[config.mk]
export PLATFORM = sky130hd
export DESIGN_NAME = irq_pending_latch_flat
export DESIGN_NICKNAME = d
export VERILOG_FILES = /design/src/rtl/irq_pending_latch_if.sv /design/src/rtl/irq_pending_latch.sv /design/src/flat_wrapper.sv
export SDC_FILE = /design/constraint.sdc
export NUM_CORES = 1
export LEC_CHECK = 0
export ABC_AREA = 1
export BUFFER_PORTS_ARGS = -buffer_cell sky130_fd_sc_hd__buf_2
export CORE_MARGIN = 3
export CORE_UTILIZATION = 46
export DETAILED_ROUTE_END_ITERATION = 10
export GPL_ROUTABILITY_DRIVEN = 0
export PLACE_DENSITY = 0.93
export SETUP_SLACK_MARGIN = 0.2
export SYNTH_ARGS = -nofsm -noshare
export SYNTH_HDL_FRONTEND = slang
export SYNTH_SLANG_ARGS = --single-unit
[constraint.sdc]
create_clock -name clk -period 2.35 [get_ports clk]
set_clock_uncertainty 0.15 [all_clocks]
set_input_delay 0.47 -clock clk [delete_from_list [all_inputs] [get_ports clk]]
set_output_delay 0.47 -clock clk [all_outputs]
set_load 0.02 [all_outputs]
[src/rtl/irq_pending_latch_if.sv]
// Request/ack bundle between the interrupt source side and irq_pending_latch.
// The master drives requests, mask and acknowledges; the slave returns pending state.
interface irq_pending_latch_if #(
    parameter int N    = 8,
    parameter int IDXW = 3
);
    logic [N-1:0]    irq_in;
    logic [N-1:0]    mask;
    logic            ack;
    logic [IDXW-1:0] ack_idx;
    logic            clr_all;
    logic [N-1:0]    raw_pend;
    logic [N-1:0]    pend;
    logic            irq_valid;
    logic            ack_err;
    logic [N-1:0]    ovf;

    modport master (
        output irq_in, mask, ack, ack_idx, clr_all,
        input  raw_pend, pend, irq_valid, ack_err, ovf
    );

    modport slave (
        input  irq_in, mask, ack, ack_idx, clr_all,
        output raw_pend, pend, irq_valid, ack_err, ovf
    );
endinterface

[src/rtl/irq_pending_latch.sv]
// Sticky rising-edge interrupt latch with per-line mask and indexed acknowledge.
// Optional sticky overflow flags are built only when IRQ_OVF_EN is defined.
module irq_pending_latch #(
    parameter int N    = 8,
    parameter int IDXW = 3
) (
    input logic                clk,
    input logic                rst_n,
    irq_pending_latch_if.slave bus
);

    logic [N-1:0] irq_d_p0;
    logic [N-1:0] raw_pend_p0;
    logic         ack_err_p0;
    logic [N-1:0] rise;
    logic [N-1:0] clr;
    logic [N-1:0] pend;
    logic         ack_hit;

    // Indices with no matching line (N not a power of 2) read as not pending.
    function automatic logic pending_at(input logic [N-1:0] vec, input logic [IDXW-1:0] idx);
        logic hit;
        hit = 1'b0;
        for (int b = 0; b < N; b++) begin
            if (idx == IDXW'(b)) hit = vec[b];
        end
        return hit;
    endfunction

    always_comb begin
        rise = bus.irq_in & ~irq_d_p0;
        clr  = {N{bus.clr_all}};
        if (bus.ack) begin
            for (int b = 0; b < N; b++) begin
                if (bus.ack_idx == IDXW'(b)) clr[b] = 1'b1;
            end
        end
        ack_hit = pending_at(raw_pend_p0, bus.ack_idx);
    end

    // Stage p0: edge-detect history, pending bits and ack error pulse.
    always_ff @(posedge clk) begin
        if (!rst_n) begin
            irq_d_p0    <= '0;
            raw_pend_p0 <= '0;
            ack_err_p0  <= 1'b0;
        end else begin
            irq_d_p0    <= bus.irq_in;
            raw_pend_p0 <= rise | (raw_pend_p0 & ~clr);
            ack_err_p0  <= bus.ack & ~bus.clr_all & ~ack_hit;
        end
    end

`ifdef IRQ_OVF_EN
    logic [N-1:0] ovf_p0;

    always_ff @(posedge clk) begin
        if (!rst_n) begin
            ovf_p0 <= '0;
        end else if (bus.clr_all) begin
            ovf_p0 <= '0;
        end else begin
            ovf_p0 <= ovf_p0 | (rise & raw_pend_p0 & ~clr);
        end
    end

    assign bus.ovf = ovf_p0;
`else
    assign bus.ovf = '0;
`endif

    assign pend          = raw_pend_p0 & ~bus.mask;
    assign bus.raw_pend  = raw_pend_p0;
    assign bus.pend      = pend;
    assign bus.irq_valid = |pend;
    assign bus.ack_err   = ack_err_p0;

endmodule

[src/flat_wrapper.sv]
// flat-port wrapper written by rule: the top's interface ports become plain ports
module irq_pending_latch_flat 
#(
    parameter int N    = 8,
    parameter int IDXW = 3
)
  (clk, rst_n, bus_irq_in, bus_mask, bus_ack, bus_ack_idx, bus_clr_all, bus_raw_pend, bus_pend, bus_irq_valid, bus_ack_err, bus_ovf);
  irq_pending_latch_if #(.N(N), .IDXW(IDXW)) bus_i ();
  input logic clk;
  input logic rst_n;
  input wire logic [$bits(bus_i.irq_in)-1:0] bus_irq_in;
  input wire logic [$bits(bus_i.mask)-1:0] bus_mask;
  input wire logic [$bits(bus_i.ack)-1:0] bus_ack;
  input wire logic [$bits(bus_i.ack_idx)-1:0] bus_ack_idx;
  input wire logic [$bits(bus_i.clr_all)-1:0] bus_clr_all;
  output wire logic [$bits(bus_i.raw_pend)-1:0] bus_raw_pend;
  output wire logic [$bits(bus_i.pend)-1:0] bus_pend;
  output wire logic [$bits(bus_i.irq_valid)-1:0] bus_irq_valid;
  output wire logic [$bits(bus_i.ack_err)-1:0] bus_ack_err;
  output wire logic [$bits(bus_i.ovf)-1:0] bus_ovf;
  assign bus_i.irq_in = bus_irq_in;
  assign bus_i.mask = bus_mask;
  assign bus_i.ack = bus_ack;
  assign bus_i.ack_idx = bus_ack_idx;
  assign bus_i.clr_all = bus_clr_all;
  assign bus_raw_pend = bus_i.raw_pend;
  assign bus_pend = bus_i.pend;
  assign bus_irq_valid = bus_i.irq_valid;
  assign bus_ack_err = bus_i.ack_err;
  assign bus_ovf = bus_i.ovf;
  irq_pending_latch #(.N(N), .IDXW(IDXW)) u_core (.clk(clk), .rst_n(rst_n), .bus(bus_i));
endmodule
==> flow_summary.toml <==
[timing]
slew_viol_final = 0
setup_viol = 0
max_freq_ghz = 0.5142
layout_min_cycle_time_ps = 1945
rsz0062_at_grt = "no"
fin_crit_sh_pct = 82.75
hold_viol_final = 0
tns_ps = 0

[detailed_routing]
totalWireLength_um = 1807
wl_per_cell_um = 10.27
vias = 802
drt_drc_violations_left = 0
drt-initial-drc-count = 17
viasPerCell = 4.557
ant_nets = 0
drt_first_pass_iters = 4

[floorplan]
initial_core_util_pct = 52.61
rows = 14
pin_count = 49
core-area_um2 = 1629
die_h_um = 49.17
die_w_um = 49.17
dieArea_um2 = 2417

[synth]
syn_inst = 114
ys_types = 19
synth_area_per_cell_um2 = 7.518
synthTopCellsByCount = "17 x dfxtp_1, 17 x nand2_1, 16 x inv_1, 13 x nand3_1, 10 x nor2_1"
synthFlopType = "dfxtp_1"
synth_warnings = 0
yosysTopAreaCell = "dfxtp_1"
netlist_area_um2 = 857.1
synth-edff-count = 0
synthArstFlopShare_pct = 0
synth_top_area_share_pct = 39.71
synth-seq-cells = 17
yosys-top-cells-area = "dfxtp_1 40%, buf_4 7.9%, nand3_1 7.6%"
seq_area_frac_synth_pct = 39.71

[layout]
layout-drive-gt1-share_pct = 36.18
area_growth_syn_to_layout_pct = 20.58
nets = 176
final_cell_area_um2 = 1033
fin_cells = 176
n_antenna_cell = 0

[clock_tree]
cts_tree = "done"
htreeDepth = 1
clockBufferDepth = 2
clock-sinks = 17
hold_buffers = 0
cts_root_buf = "clkbuf_4"
numCtsBuffers = 3
cts.reportedPaths.clkPinSlew_ps = 80
clk_latency_ps = 280
post_cts_buffers = 0
post_cts_resized = 0

[setup_path]
arrival_ps = 1320
cp.required_ps = 1730
crit_fanout = 4
end_kind = "output port"
start_kind = "register"
crit_type = "register to output port"

[power_and_ir_drop]
p_per_area_nw_per_um2 = 576.9
irDropWorstVdd_v = 0.0005393
p_leak_nw = 0.5630

[placement]
port-buffer-count = 40
dp_hpwl_um = 1494
placed_area_um2 = 1007
dp_cells = 172

[global_route]
grtUsageMet3_pct = 3.670
met1_usage_pct = 16.98
grt_max_degree = 13
antenna_found_initial = 0
grt_most_used_layer = "met2"
grt_first_pass_wirelength_um = 3001
met2_usage_pct = 27.68
grt_pass1_vias = 762
grt_overflow_total = 0
grtUsageTotal_pct = 15.35

[run_status]
status = "completed"

[job]
max-cap-violations = 0

[worst_hold_path]
hold_path_class = "input pin to register"
## final timing paths
check | slack, ps | endpoint | depth (start not counted) | start
min reg2reg | 260 | u_core.bus.raw_pend[4] | 1 | u_core.irq_d_p0[4]
min | 230 | u_core.irq_d_p0[3] | 3 | bus_irq_in[3]
max reg2reg | 1340 | u_core.bus.ack_err | 5 | u_core.bus.raw_pend[2]
max | 410 | bus_irq_valid | 5 | u_core.bus.raw_pend[2]
## layout make-up
class / count / area [um2]
sequential: 17 / 340.3
inverter: 20 / 80.08
multi-input combinational: 71 / 356.6
tap: 24 / 30.03
fill: 152 / 595.6
timing repair buffer: 40 / 200.2
clock buffer: 4 / 26.28
## metrics by stage
stage	power (W)	hold slack, ps	worst slack [ps]	util, %
detailed placement	0.0004592	251.7	529.3	61.83
global route	0.0006310	240.7	321.9	63.44
global placement	0.0004550	241.6	515.3	61.83
CTS	0.0005995	231.7	377.1	63.44
floorplan	0.0004269	239.5	588.2	-
finish	0.0005962	233.1	405.4	63.44
## routing by layer
| layer | vias up | share of wire [%] |
|---|---|---|
| met3 | 0 | 8.8 |
| met5 | - | 0 |
| met2 | 37 | 52 |
| li1 | 426 | - |
| met1 | 339 | 39 |
| met4 | 0 | 0 |
## cells in the final DEF, fill, tap and decap left out
master and count:
nor2_1 10, inv_4 2, nand4_1 5, nand4_2 1, inv_2 2, o21ai_0 4
buf_2 40, nor2_2 2, conb_1 8, dfxtp_1 17, nor3_2 4, nand2_1 17
o21ai_1 4, nor4_1 2, inv_1 16, nand3_1 13, nor2_4 1, clkbuf_4 3
clkbuf_1 1
## state kept, by name, summed over array words and instances, names as in the netlist
signal	flops
u_core.irq_d_p0	8
u_core.bus.ack_err	1
u_core.bus.raw_pend	8
## where the power goes
part           total [W]  leakage (nW)  switching [W]  internal [W]
combinational   0.000133         0.407      0.0000887     0.0000445
sequential      0.000319         0.141      0.0000123      0.000306
clock           0.000144        0.0150      0.0000785     0.0000658
total           0.000596         0.563       0.000179      0.000417
## logic make-up (layout without fill, tap and decap cells)
family,after synthesis,count (layout),share of synthesized area (%)
buffers and inverters,33,64,21.75
flip-flops,17,17,39.71
other,1,8,0.4375
AO/OA/AOI/OAI,8,8,4.672
AND/OR/NAND/NOR,55,55,33.43
## worst max-delay path, cell delays in order, from the launching register on
cell and delay [ps]:
dfxtp_1 360, inv_1 60, nor2_1 40, nor4_1 340
nand2_1 80, buf_2 170
Power figures use the tool's default switching activity.
